File: src/rtl/mips_pkg.sv
// rtl/mips_pkg.sv - shared MIPS instruction indices, opcodes and funct codes
package mips_pkg;

    localparam int NUM_INS = 31;

    localparam int INS_ADD   = 0;
    localparam int INS_ADDU  = 1;
    localparam int INS_SUB   = 2;
    localparam int INS_SUBU  = 3;
    localparam int INS_AND   = 4;
    localparam int INS_OR    = 5;
    localparam int INS_XOR   = 6;
    localparam int INS_NOR   = 7;
    localparam int INS_SLT   = 8;
    localparam int INS_SLTU  = 9;
    localparam int INS_SLL   = 10;
    localparam int INS_SRL   = 11;
    localparam int INS_SRA   = 12;
    localparam int INS_SLLV  = 13;
    localparam int INS_SRLV  = 14;
    localparam int INS_SRAV  = 15;
    localparam int INS_JR    = 16;
    localparam int INS_ADDI  = 17;
    localparam int INS_ADDIU = 18;
    localparam int INS_ANDI  = 19;
    localparam int INS_ORI   = 20;
    localparam int INS_XORI  = 21;
    localparam int INS_LW    = 22;
    localparam int INS_SW    = 23;
    localparam int INS_BEQ   = 24;
    localparam int INS_BNE   = 25;
    localparam int INS_SLTI  = 26;
    localparam int INS_SLTIU = 27;
    localparam int INS_LUI   = 28;
    localparam int INS_J     = 29;
    localparam int INS_JAL   = 30;

    localparam logic [5:0] OP_RTYPE = 6'h00;
    localparam logic [5:0] OP_ADDI  = 6'h08;
    localparam logic [5:0] OP_ADDIU = 6'h09;
    localparam logic [5:0] OP_ANDI  = 6'h0C;
    localparam logic [5:0] OP_ORI   = 6'h0D;
    localparam logic [5:0] OP_XORI  = 6'h0E;
    localparam logic [5:0] OP_LW    = 6'h23;
    localparam logic [5:0] OP_SW    = 6'h2B;
    localparam logic [5:0] OP_BEQ   = 6'h04;
    localparam logic [5:0] OP_BNE   = 6'h05;
    localparam logic [5:0] OP_SLTI  = 6'h0A;
    localparam logic [5:0] OP_SLTIU = 6'h0B;
    localparam logic [5:0] OP_LUI   = 6'h0F;
    localparam logic [5:0] OP_J     = 6'h02;
    localparam logic [5:0] OP_JAL   = 6'h03;

    localparam logic [5:0] FN_ADD  = 6'h20;
    localparam logic [5:0] FN_ADDU = 6'h21;
    localparam logic [5:0] FN_SUB  = 6'h22;
    localparam logic [5:0] FN_SUBU = 6'h23;
    localparam logic [5:0] FN_AND  = 6'h24;
    localparam logic [5:0] FN_OR   = 6'h25;
    localparam logic [5:0] FN_XOR  = 6'h26;
    localparam logic [5:0] FN_NOR  = 6'h27;
    localparam logic [5:0] FN_SLT  = 6'h2A;
    localparam logic [5:0] FN_SLTU = 6'h2B;
    localparam logic [5:0] FN_SLL  = 6'h00;
    localparam logic [5:0] FN_SRL  = 6'h02;
    localparam logic [5:0] FN_SRA  = 6'h03;
    localparam logic [5:0] FN_SLLV = 6'h04;
    localparam logic [5:0] FN_SRLV = 6'h06;
    localparam logic [5:0] FN_SRAV = 6'h07;
    localparam logic [5:0] FN_JR   = 6'h08;

endpackage

File: src/rtl/ins_onehot_dec.sv
// rtl/ins_onehot_dec.sv - combinational instruction word to one-hot decode
module ins_onehot_dec
    import mips_pkg::*;
(
    input  logic [31:0] i_instr,
    output logic [31:0] o_ins,
    output logic        o_illegal
);

    logic [5:0] w_op;
    logic [5:0] w_fn;

    assign w_op = i_instr[31:26];
    assign w_fn = i_instr[5:0];

    // Only opcode and funct matter; register and shamt fields are ignored.
    always_comb begin
        o_ins = '0;
        if (w_op == OP_RTYPE) begin
            case (w_fn)
                FN_ADD:  o_ins[INS_ADD]  = 1'b1;
                FN_ADDU: o_ins[INS_ADDU] = 1'b1;
                FN_SUB:  o_ins[INS_SUB]  = 1'b1;
                FN_SUBU: o_ins[INS_SUBU] = 1'b1;
                FN_AND:  o_ins[INS_AND]  = 1'b1;
                FN_OR:   o_ins[INS_OR]   = 1'b1;
                FN_XOR:  o_ins[INS_XOR]  = 1'b1;
                FN_NOR:  o_ins[INS_NOR]  = 1'b1;
                FN_SLT:  o_ins[INS_SLT]  = 1'b1;
                FN_SLTU: o_ins[INS_SLTU] = 1'b1;
                FN_SLL:  o_ins[INS_SLL]  = 1'b1;
                FN_SRL:  o_ins[INS_SRL]  = 1'b1;
                FN_SRA:  o_ins[INS_SRA]  = 1'b1;
                FN_SLLV: o_ins[INS_SLLV] = 1'b1;
                FN_SRLV: o_ins[INS_SRLV] = 1'b1;
                FN_SRAV: o_ins[INS_SRAV] = 1'b1;
                FN_JR:   o_ins[INS_JR]   = 1'b1;
                default: o_ins = '0;
            endcase
        end else begin
            case (w_op)
                OP_ADDI:  o_ins[INS_ADDI]  = 1'b1;
                OP_ADDIU: o_ins[INS_ADDIU] = 1'b1;
                OP_ANDI:  o_ins[INS_ANDI]  = 1'b1;
                OP_ORI:   o_ins[INS_ORI]   = 1'b1;
                OP_XORI:  o_ins[INS_XORI]  = 1'b1;
                OP_LW:    o_ins[INS_LW]    = 1'b1;
                OP_SW:    o_ins[INS_SW]    = 1'b1;
                OP_BEQ:   o_ins[INS_BEQ]   = 1'b1;
                OP_BNE:   o_ins[INS_BNE]   = 1'b1;
                OP_SLTI:  o_ins[INS_SLTI]  = 1'b1;
                OP_SLTIU: o_ins[INS_SLTIU] = 1'b1;
                OP_LUI:   o_ins[INS_LUI]   = 1'b1;
                OP_J:     o_ins[INS_J]     = 1'b1;
                OP_JAL:   o_ins[INS_JAL]   = 1'b1;
                default:  o_ins = '0;
            endcase
        end
    end

    assign o_illegal = (o_ins == '0);

endmodule

File: src/rtl/ins_decoder.sv
// rtl/ins_decoder.sv - buffered decode stage: decode on input, FIFO of decoded entries
module ins_decoder
    import mips_pkg::*;
#(
    parameter int DEPTH = 2
) (
    input  logic        clk,
    input  logic        rst,
    input  logic        in_valid,
    output logic        in_ready,
    input  logic [31:0] in_instr,
    input  logic [31:0] in_pc,
    input  logic        flush,
    output logic        out_valid,
    input  logic        out_ready,
    output logic [31:0] out_ins,
    output logic [31:0] out_instr,
    output logic [31:0] out_pc,
    output logic        out_illegal
);

    localparam int PW = $clog2(DEPTH);
    localparam int CW = PW + 1;

    logic [NUM_INS-1:0] r_ins_mem   [DEPTH];
    logic               r_ill_mem   [DEPTH];
    logic [31:0]        r_instr_mem [DEPTH];
    logic [31:0]        r_pc_mem    [DEPTH];

    logic [PW-1:0] r_wr_ptr;
    logic [PW-1:0] r_rd_ptr;
    logic [CW-1:0] r_count;

    logic [31:0] w_dec_ins;
    logic        w_dec_ill;
    logic        w_ill_store;
    logic        w_push;
    logic        w_pop;

    ins_onehot_dec u_dec (
        .i_instr   (in_instr),
        .o_ins     (w_dec_ins),
        .o_illegal (w_dec_ill)
    );

    // Bit 31 of the decode is structurally zero, so OR-ing it in never changes illegal.
    assign w_ill_store = w_dec_ill | w_dec_ins[NUM_INS];

    assign in_ready  = (r_count != CW'(DEPTH));
    assign out_valid = (r_count != '0);
    assign w_push    = in_valid & in_ready & ~flush;
    assign w_pop     = out_valid & out_ready & ~flush;

    always_ff @(posedge clk) begin
        if (rst) begin
            r_wr_ptr <= '0;
            r_rd_ptr <= '0;
            r_count  <= '0;
            for (int i = 0; i < DEPTH; i++) begin
                r_ins_mem[i]   <= '0;
                r_ill_mem[i]   <= 1'b0;
                r_instr_mem[i] <= '0;
                r_pc_mem[i]    <= '0;
            end
        end else if (flush) begin
            r_wr_ptr <= '0;
            r_rd_ptr <= '0;
            r_count  <= '0;
        end else begin
            if (w_push) begin
                r_ins_mem[r_wr_ptr]   <= w_dec_ins[NUM_INS-1:0];
                r_ill_mem[r_wr_ptr]   <= w_ill_store;
                r_instr_mem[r_wr_ptr] <= in_instr;
                r_pc_mem[r_wr_ptr]    <= in_pc;
                r_wr_ptr              <= r_wr_ptr + PW'(1);
            end
            if (w_pop) begin
                r_rd_ptr <= r_rd_ptr + PW'(1);
            end
            if (w_push && !w_pop) begin
                r_count <= r_count + CW'(1);
            end else if (!w_push && w_pop) begin
                r_count <= r_count - CW'(1);
            end
        end
    end

    assign out_ins     = {1'b0, r_ins_mem[r_rd_ptr]};
    assign out_illegal = r_ill_mem[r_rd_ptr];
    assign out_instr   = r_instr_mem[r_rd_ptr];
    assign out_pc      = r_pc_mem[r_rd_ptr];

endmodule
File: config.mk
export PLATFORM = sky130hd
export DESIGN_NAME = ins_decoder
export DESIGN_NICKNAME = d
export VERILOG_FILES = /design/src/rtl/mips_pkg.sv /design/src/rtl/ins_onehot_dec.sv /design/src/rtl/ins_decoder.sv
export SDC_FILE = /design/constraint.sdc
export NUM_CORES = 1
export LEC_CHECK = 0
export ABC_AREA = 1
export CAP_MARGIN = 5
export CORE_UTILIZATION = 45
export CTS_CLUSTER_SIZE = 25
export DETAILED_ROUTE_END_ITERATION = 6
export PLACE_DENSITY_LB_ADDON = 0.08
export SLEW_MARGIN = 25
export SYNTH_ARGS = -nofsm -noshare
export SYNTH_HDL_FRONTEND = slang
export SYNTH_SLANG_ARGS = --single-unit
File: constraint.sdc
create_clock -name clk -period 9.2 [get_ports clk]
set_input_delay 0.92 -clock clk [delete_from_list [all_inputs] [get_ports clk]]
set_output_delay 0.92 -clock clk [all_outputs]
set_load 0.05 [all_outputs]
==> results.md, run 1 <==
- Outcome: finished clean
- Fraction of met1 tracks used by global routing: 0.2313
- Register-to-Register Path Depth: 8
- Worst path cell trace: buf_6 > mux2_2 > clkdlybuf4s50_1
- Cts repair resizes: 0
- DR iter-0 viols: 302
- Worst-Margin Slew: 0.8042 ns
- H-tree levels: 4
- Worst-path fanout max: 77
- Post-route core utilization: 0.5941
- EDFF count, synth: 192
- TritonCTS Sinks: 197
- Die area: 20190 um2
- Fin. Hold Viols: 0
- GRT Total Usage: 0.1927
- Gr ovfl total: 0
- Worst hold slack: 0.4785 ns
- Mapped Area: 8831 um2
- Via count: 5736
- Number of endpoints failing setup at the final stage: 0
- Synth Flop Type: edfxtp_1
- CORE AREA: 18960 um2
- Mapped Nets: 802
- Via-to-Cell Ratio: 4.941
- Setup Buffers After CTS: 0
- Power density over the cells: 182.9 nW/um2
- Worst path required time: 8.28 ns
- Synth-to-layout area growth: 27.53%
- Ys async rst share: 0
- RD Place Congestion: 0.8597
- Clk slew on worst S/H paths: 0.07 ns
- Skew final: 0.007942 ns
- Power Total: 2.060 mW
- Critical path arrival: 2.80 ns
- Met3 Resource Use GR: 0.03668
- Tcrit/Tclk final: 0.4043
- Routed WL: 19010 um
- Top post-synthesis cells by count: 227 x nor2_1, 192 x edfxtp_1, 96 x mux2_2
- DPL Wire Length: 11970 um
- FF-to-FF Start: r_count[0]$_SDFFE_PP0P_
- Die height: 142.1 um
- FF-to-FF End: r_pc_mem[0][26]$_SDFFCE_PN0P_
- Final Critical Period: 3.719 ns
- Diode count: 0
- Share of cells above drive strength 1: 0.1654
- Worst Setup EP: out_ins[4]
- Fmax: 268.9 MHz
- Hold WC Path Type: flip-flop to flip-flop
- Ports: 168
- RSZ-0062 raised after global routing: no
- Met2 GRT Util: 0.3385
- Final net count: 959
- Setup crit end kind: output pin
- Register bit total from synthesis: 197
- Area leader, netlist: edfxtp_1
- LEAKAGE: 4.326 nW
- Clock Path Buffers: 2
- Initial antenna violation count: 0
- CTS root buf: clkbuf_16
- Initial core utilization: 0.4659
- Drt drc: 0
- Hold-fix buffers, CTS: 0
- Slowest cell on crit path: clkdlybuf4s50_1
- Initial DRT Pass Iterations: 5
- CTS Buf Count: 17
- Routed WL per cell: 16.38 um
- Vias in the first global route: 5977
- First-pass GRT wire length: 29240 um
- Yosys top cell area share: 0.6529
- Fill cells: 1567
- Post-route setup TNS: 0 ns
- Crit Path Category: flip-flop to output pin
- Max cap viols: 0
- Clock latency on the worst-skew pair: 0.43 ns
- Largest net degree at the start of global routing: 98
- Syn Area/Cell: 12.06 um2
- Number of port buffers: 166
- Post-synthesis instance total: 732
- Site Rows: 50
- CTS tree: done
- FF-to-FF setup slack: 6.33 ns
- CP max stage delay: 0.71 ns
- Fin. max-slew vios: 0
- GR peak layer: met2
- Top post-synthesis cells by area: edfxtp_1 65%, mux2_2 12%, nor2_1 9.6%, inv_1 3.8%, nand3_1 1.5%
- Critical Path Start Type: flip-flop
- Most frequent cell after synthesis: nor2_1
- Die Width: 142.1 um
- Yosys warns: 0
- Max_slew headroom: 0.4639
- Peak supply drop: 145.5 uV
- Antenna-violating nets left: 0
- Synth unique cells: 24
- Sequential-to-total area share from yosys stat: 0.6642
layout by cell type, fill, tap and decap left out, drive strengths merged:
cell | synthesis | final
nand2 | 29 | 29
o211ai | 2 | 2
bufinv | 0 | 2
a21oi | 6 | 6
buf | 27 | 5
nand3 | 30 | 30
clkinv | 0 | 4
dfxtp | 5 | 5
clkbuf | 6 | 19
clkdlybuf4s50 | 0 | 166
edfxtp | 192 | 192
nor2 | 236 | 236
or2 | 1 | 1
inv | 90 | 96
mux2 | 96 | 96
conb | 1 | 1
nor3 | 5 | 5
o21ai | 5 | 5
ha | 1 | 1
cells by family (layout without fill, tap and decap cells):
kind of cell	count (synthesis)	count (layout)	synth area share
and+or+nand+nor	301	301	0.1408
adders and majority gates	1	1	0.001417
DFF	197	197	0.6642
other	1	1	0.0004246
muxes	96	96	0.1224
AOI/OAI and AO/OA	13	13	0.007933
buffers and inverters	123	292	0.06277
state kept, by name, indices dropped and copies added, names as in the netlist, named ones only:
name,count
r_count,2
r_ill_mem,2
r_ins_mem,62
r_instr_mem,64
r_pc_mem,64
r_rd_ptr,1
r_wr_ptr,1
per-stage QoR:
stage	std cells	area, um2	worst slack, ns
2_1_floorplan	732	8831	5.132
6_report	1161	11260	5.481
5_1_grt	1161	11260	5.365
3_5_place_dp	1130	10680	5.310
4_1_cts	1161	11260	5.195
3_3_place_gp	1130	10670	4.994
power breakdown:
part | total [mW] | switching (mW) | internal, mW | leakage (nW)
Clock | 0.734 | 0.328 | 0.406 | 0.286
Sequential | 1.04 | 0.0106 | 1.03 | 2.04
Combinational | 0.288 | 0.186 | 0.102 | 2.00
Total | 2.06 | 0.525 | 1.53 | 4.33
worst max-delay path, delay by kind of cell, from the launching register on:
family,cells,cell delay [ns]
muxes,1,0.45
buffers and inverters,2,1.35
DFF,1,0.52
layer usage:
layer / part of all wire / up-vias
met5: 0 / -
met4: 0.020 / 0
met3: 0.048 / 28
met2: 0.51 / 170
met1: 0.42 / 2788
li1: - / 2750
worst min path at each step:
stage                     depth (start not counted)        end                   from
after floorplan                                   2  flip-flop  r_rd_ptr$_SDFFE_PP0P_
after global placement                            2  flip-flop  r_rd_ptr$_SDFFE_PP0P_
after detailed placement                          2  flip-flop  r_rd_ptr$_SDFFE_PP0P_
after CTS                                         2  flip-flop  r_rd_ptr$_SDFFE_PP0P_
after global routing                              2  flip-flop  r_rd_ptr$_SDFFE_PP0P_
final                                             2  flip-flop  r_rd_ptr$_SDFFE_PP0P_
final cells by class:
class	count	area, um2	area share
clock buffers	19	432.9	0.03844
clock inverters	12	145.1	0.01289
inverters	90	337.8	0.03000
multi-input cells	412	2441	0.2168
flip-flops and latches	197	5869	0.5212
well taps	260	325.3	0.02889
repair buffers	171	1710	0.1519
(Power assumes the default switching activity.)
==> run 2: changes to the inputs <==
==> constraint.sdc (replaced) <==
create_clock -name clk -period 3.7 [get_ports clk]
set_input_delay 0.37 -clock clk [delete_from_list [all_inputs] [get_ports clk]]
set_output_delay 0.37 -clock clk [all_outputs]
set_load 0.05 [all_outputs]
==> run 2 against run 1 <==
Count of clock-buffer cells in the layout down 1. Sequential power grew 150%. Clock power grew 130%. Via count down 0.33%. Non-clock buffer count up 6. Critical path depth unchanged. Hold slack lost 0.0067 ns. Utilization up 0.36 points. Die area is the same. Wire length down 0.53%. Sequential share of layout area fell by 0.32 points. First-iteration DRC count is 1.3% higher.
==> results.md, run 2 (synthesized netlist as in run 1, its figures left out) <==
- Max_slew headroom: 0.5095 (+0.04556)
- Setup crit end kind: output pin
- Initial antenna violation count: 0 (unchanged)
- Register-to-Register Path Depth: 7 (-1)
- Diode count: 0 (unchanged)
- Largest net degree at the start of global routing: 61 (-38%)
- Fin. Hold Viols: 0 (unchanged)
- Critical Path Start Type: flip-flop
- Number of port buffers: 166 (unchanged)
- DR iter-0 viols: 306 (+1.3%)
- RD Place Congestion: 0.8283 (-3.7%)
- FF-to-FF setup slack: 1.67 ns (-4.66 ns)
- Fill cells: 1558 (-0.57%)
- Worst path required time: 3.33 ns (-4.95 ns)
- Antenna-violating nets left: 0 (unchanged)
- Commonest non-fill, non-tap cell in the layout: nor2_1
- H-tree levels: 4 (unchanged)
- Post-route setup TNS: 0 ns (unchanged)
- Critical path arrival: 2.56 ns (-0.24 ns)
- Worst-Margin Slew: 0.7358 ns (-0.06834 ns)
- Vias in the first global route: 5945 (-0.54%)
- TritonCTS Sinks: 197 (unchanged)
- FF-to-FF Start: r_count[0]$_SDFFE_PP0P_
- Worst hold slack: 0.4718 ns (-0.006655 ns)
- RSZ-0062 raised after global routing: no
- Clock Path Buffers: 2 (unchanged)
- CTS root buf: clkbuf_16
- Max cap viols: 0 (unchanged)
- CORE AREA: 18960 um2 (unchanged)
- Clk slew on worst S/H paths: 0.07 ns (about the same)
- Share of cells above drive strength 1: 0.1718 (+0.006434)
- Hold Path Depth: 2 (unchanged)
- Hold WC Path Type: flip-flop to flip-flop
- Crit Path Category: flip-flop to output pin
- Hold_sp: r_rd_ptr$_SDFFE_PP0P_
- FF-to-FF End: r_pc_mem[1][12]$_SDFFCE_PN0P_
- Die area: 20190 um2 (unchanged)
- Cts repair resizes: 0 (unchanged)
- Outcome: finished clean
- Skew final: 0.008741 ns (+0.0007994 ns)
- Die Width: 142.1 um (unchanged)
- Clock latency on the worst-skew pair: 0.42 ns (about the same)
- Routed WL: 18910 um (-0.53%)
- Post-route core utilization: 0.5978 (+0.003631)
- First-pass GRT wire length: 29900 um (+2.3%)
- CTS Buf Count: 17 (unchanged)
- Via-to-Cell Ratio: 4.895 (-0.93%)
- Final Critical Period: 2.931 ns
- Hold-fix buffers, CTS: 0 (unchanged)
- GRT Total Usage: 0.1942 (+0.001549)
- Via count: 5717 (-0.33%)
- Initial DRT Pass Iterations: 5 (unchanged)
- LEAKAGE: 4.360 nW (+0.77%)
- Site Rows: 50 (unchanged)
- Placed Instances: 1136 (+0.53%)
- Peak supply drop: 326.5 uV (+120%)
- Fin. max-slew vios: 0 (unchanged)
- Power density over the cells: 443.5 nW/um2 (+140%)
- Die height: 142.1 um (unchanged)
- DPL Wire Length: 12370 um (+3.4%)
- Fmax: 341.1 MHz
- Hold EP: r_rd_ptr$_SDFFE_PP0P_
- Leading registers by flop count: r_instr_mem: 64 flops, r_pc_mem: 64 flops, r_ins_mem: 62 flops
- Drt drc: 0 (unchanged)
- Initial core utilization: 0.4659 (unchanged)
- Final net count: 965 (+0.63%)
- Final Instance Count excl. Fillers: 1168 (+0.60%)
- Worst-path fanout max: 32 (-58%)
- Gr ovfl total: 0 (unchanged)
- Routed WL per cell: 16.19 um (-1.1%)
- Tcrit/Tclk final: 0.7923
- Ports: 168 (unchanged)
- Leading cell types in the layout, fill and taps excluded: 227 x nor2_1, 192 x edfxtp_1, 166 x clkdlybuf4s50_1
- Setup Buffers After CTS: 0 (unchanged)
- CTS tree: done
- Power Total: 5.025 mW (+140%)
- Number of endpoints failing setup at the final stage: 0 (unchanged)
- Synth-to-layout area growth: 28.31%
run 2: changes by cell type in the layout (fill, tap and decap cells not counted), moves of 2 or more:
cell,delta
inv_6,+2
buf_12,+4
bufinv_16,-2
buf_4,+4
buf_6,-3
run 2: worst max path at each step:
stage	to	cells past startpoint	slack, ns	start
CTS	out_instr[13]	3	0.71	flip-flop
global route	out_instr[13]	3	0.63	flip-flop
floorplan	r_ill_mem[0]$_SDFFCE_PN0P_	8	-0.1	r_count[0]$_SDFFE_PP0P_
detailed placement	out_pc[14]	3	1.18	flip-flop
global placement	out_instr[25]	3	1.22	flip-flop
finish	out_instr[13]	3	0.77	flip-flop
run 2: layer usage:
layer  GRT usage  wire, um
met2      0.3357      9466
met4     0.06452       249
met3     0.04778      1063
met1      0.2377      8133
met5           0         0
run 2: worst max-delay path, cell delays in order, from the launching register on:
cell	delay [ns]
dfxtp_4	0.64
buf_4	0.40
mux2_2	0.38
clkdlybuf4s50_1	0.70
run 2: final cells by class:
class / instances / area [um2] / area share
Inverter: 90 / 337.8 / 0.02981
Timing Repair Buffer: 177 / 1814 / 0.1601
Clock buffer: 18 / 429.2 / 0.03788
Clock inverter: 14 / 113.9 / 0.01005
Tap cell: 260 / 325.3 / 0.02871
Sequential cell: 197 / 5869 / 0.5180
Multi-Input combinational cell: 412 / 2441 / 0.2154
run 2: stage by stage:
step                instance area, um2  worst slack (ns)
detailed placement               10790             1.177
global placement                 10740             1.215
global route                     11330            0.6304
finish                           11330            0.7686
floorplan                         8831          -0.09560
CTS                              11330            0.7134
run 2: where the power goes:
part / internal [mW] / switching, mW
combinational: 0.262 / 0.462
sequential: 2.55 / 0.0287
clock: 0.881 / 0.840
total: 3.69 / 1.33
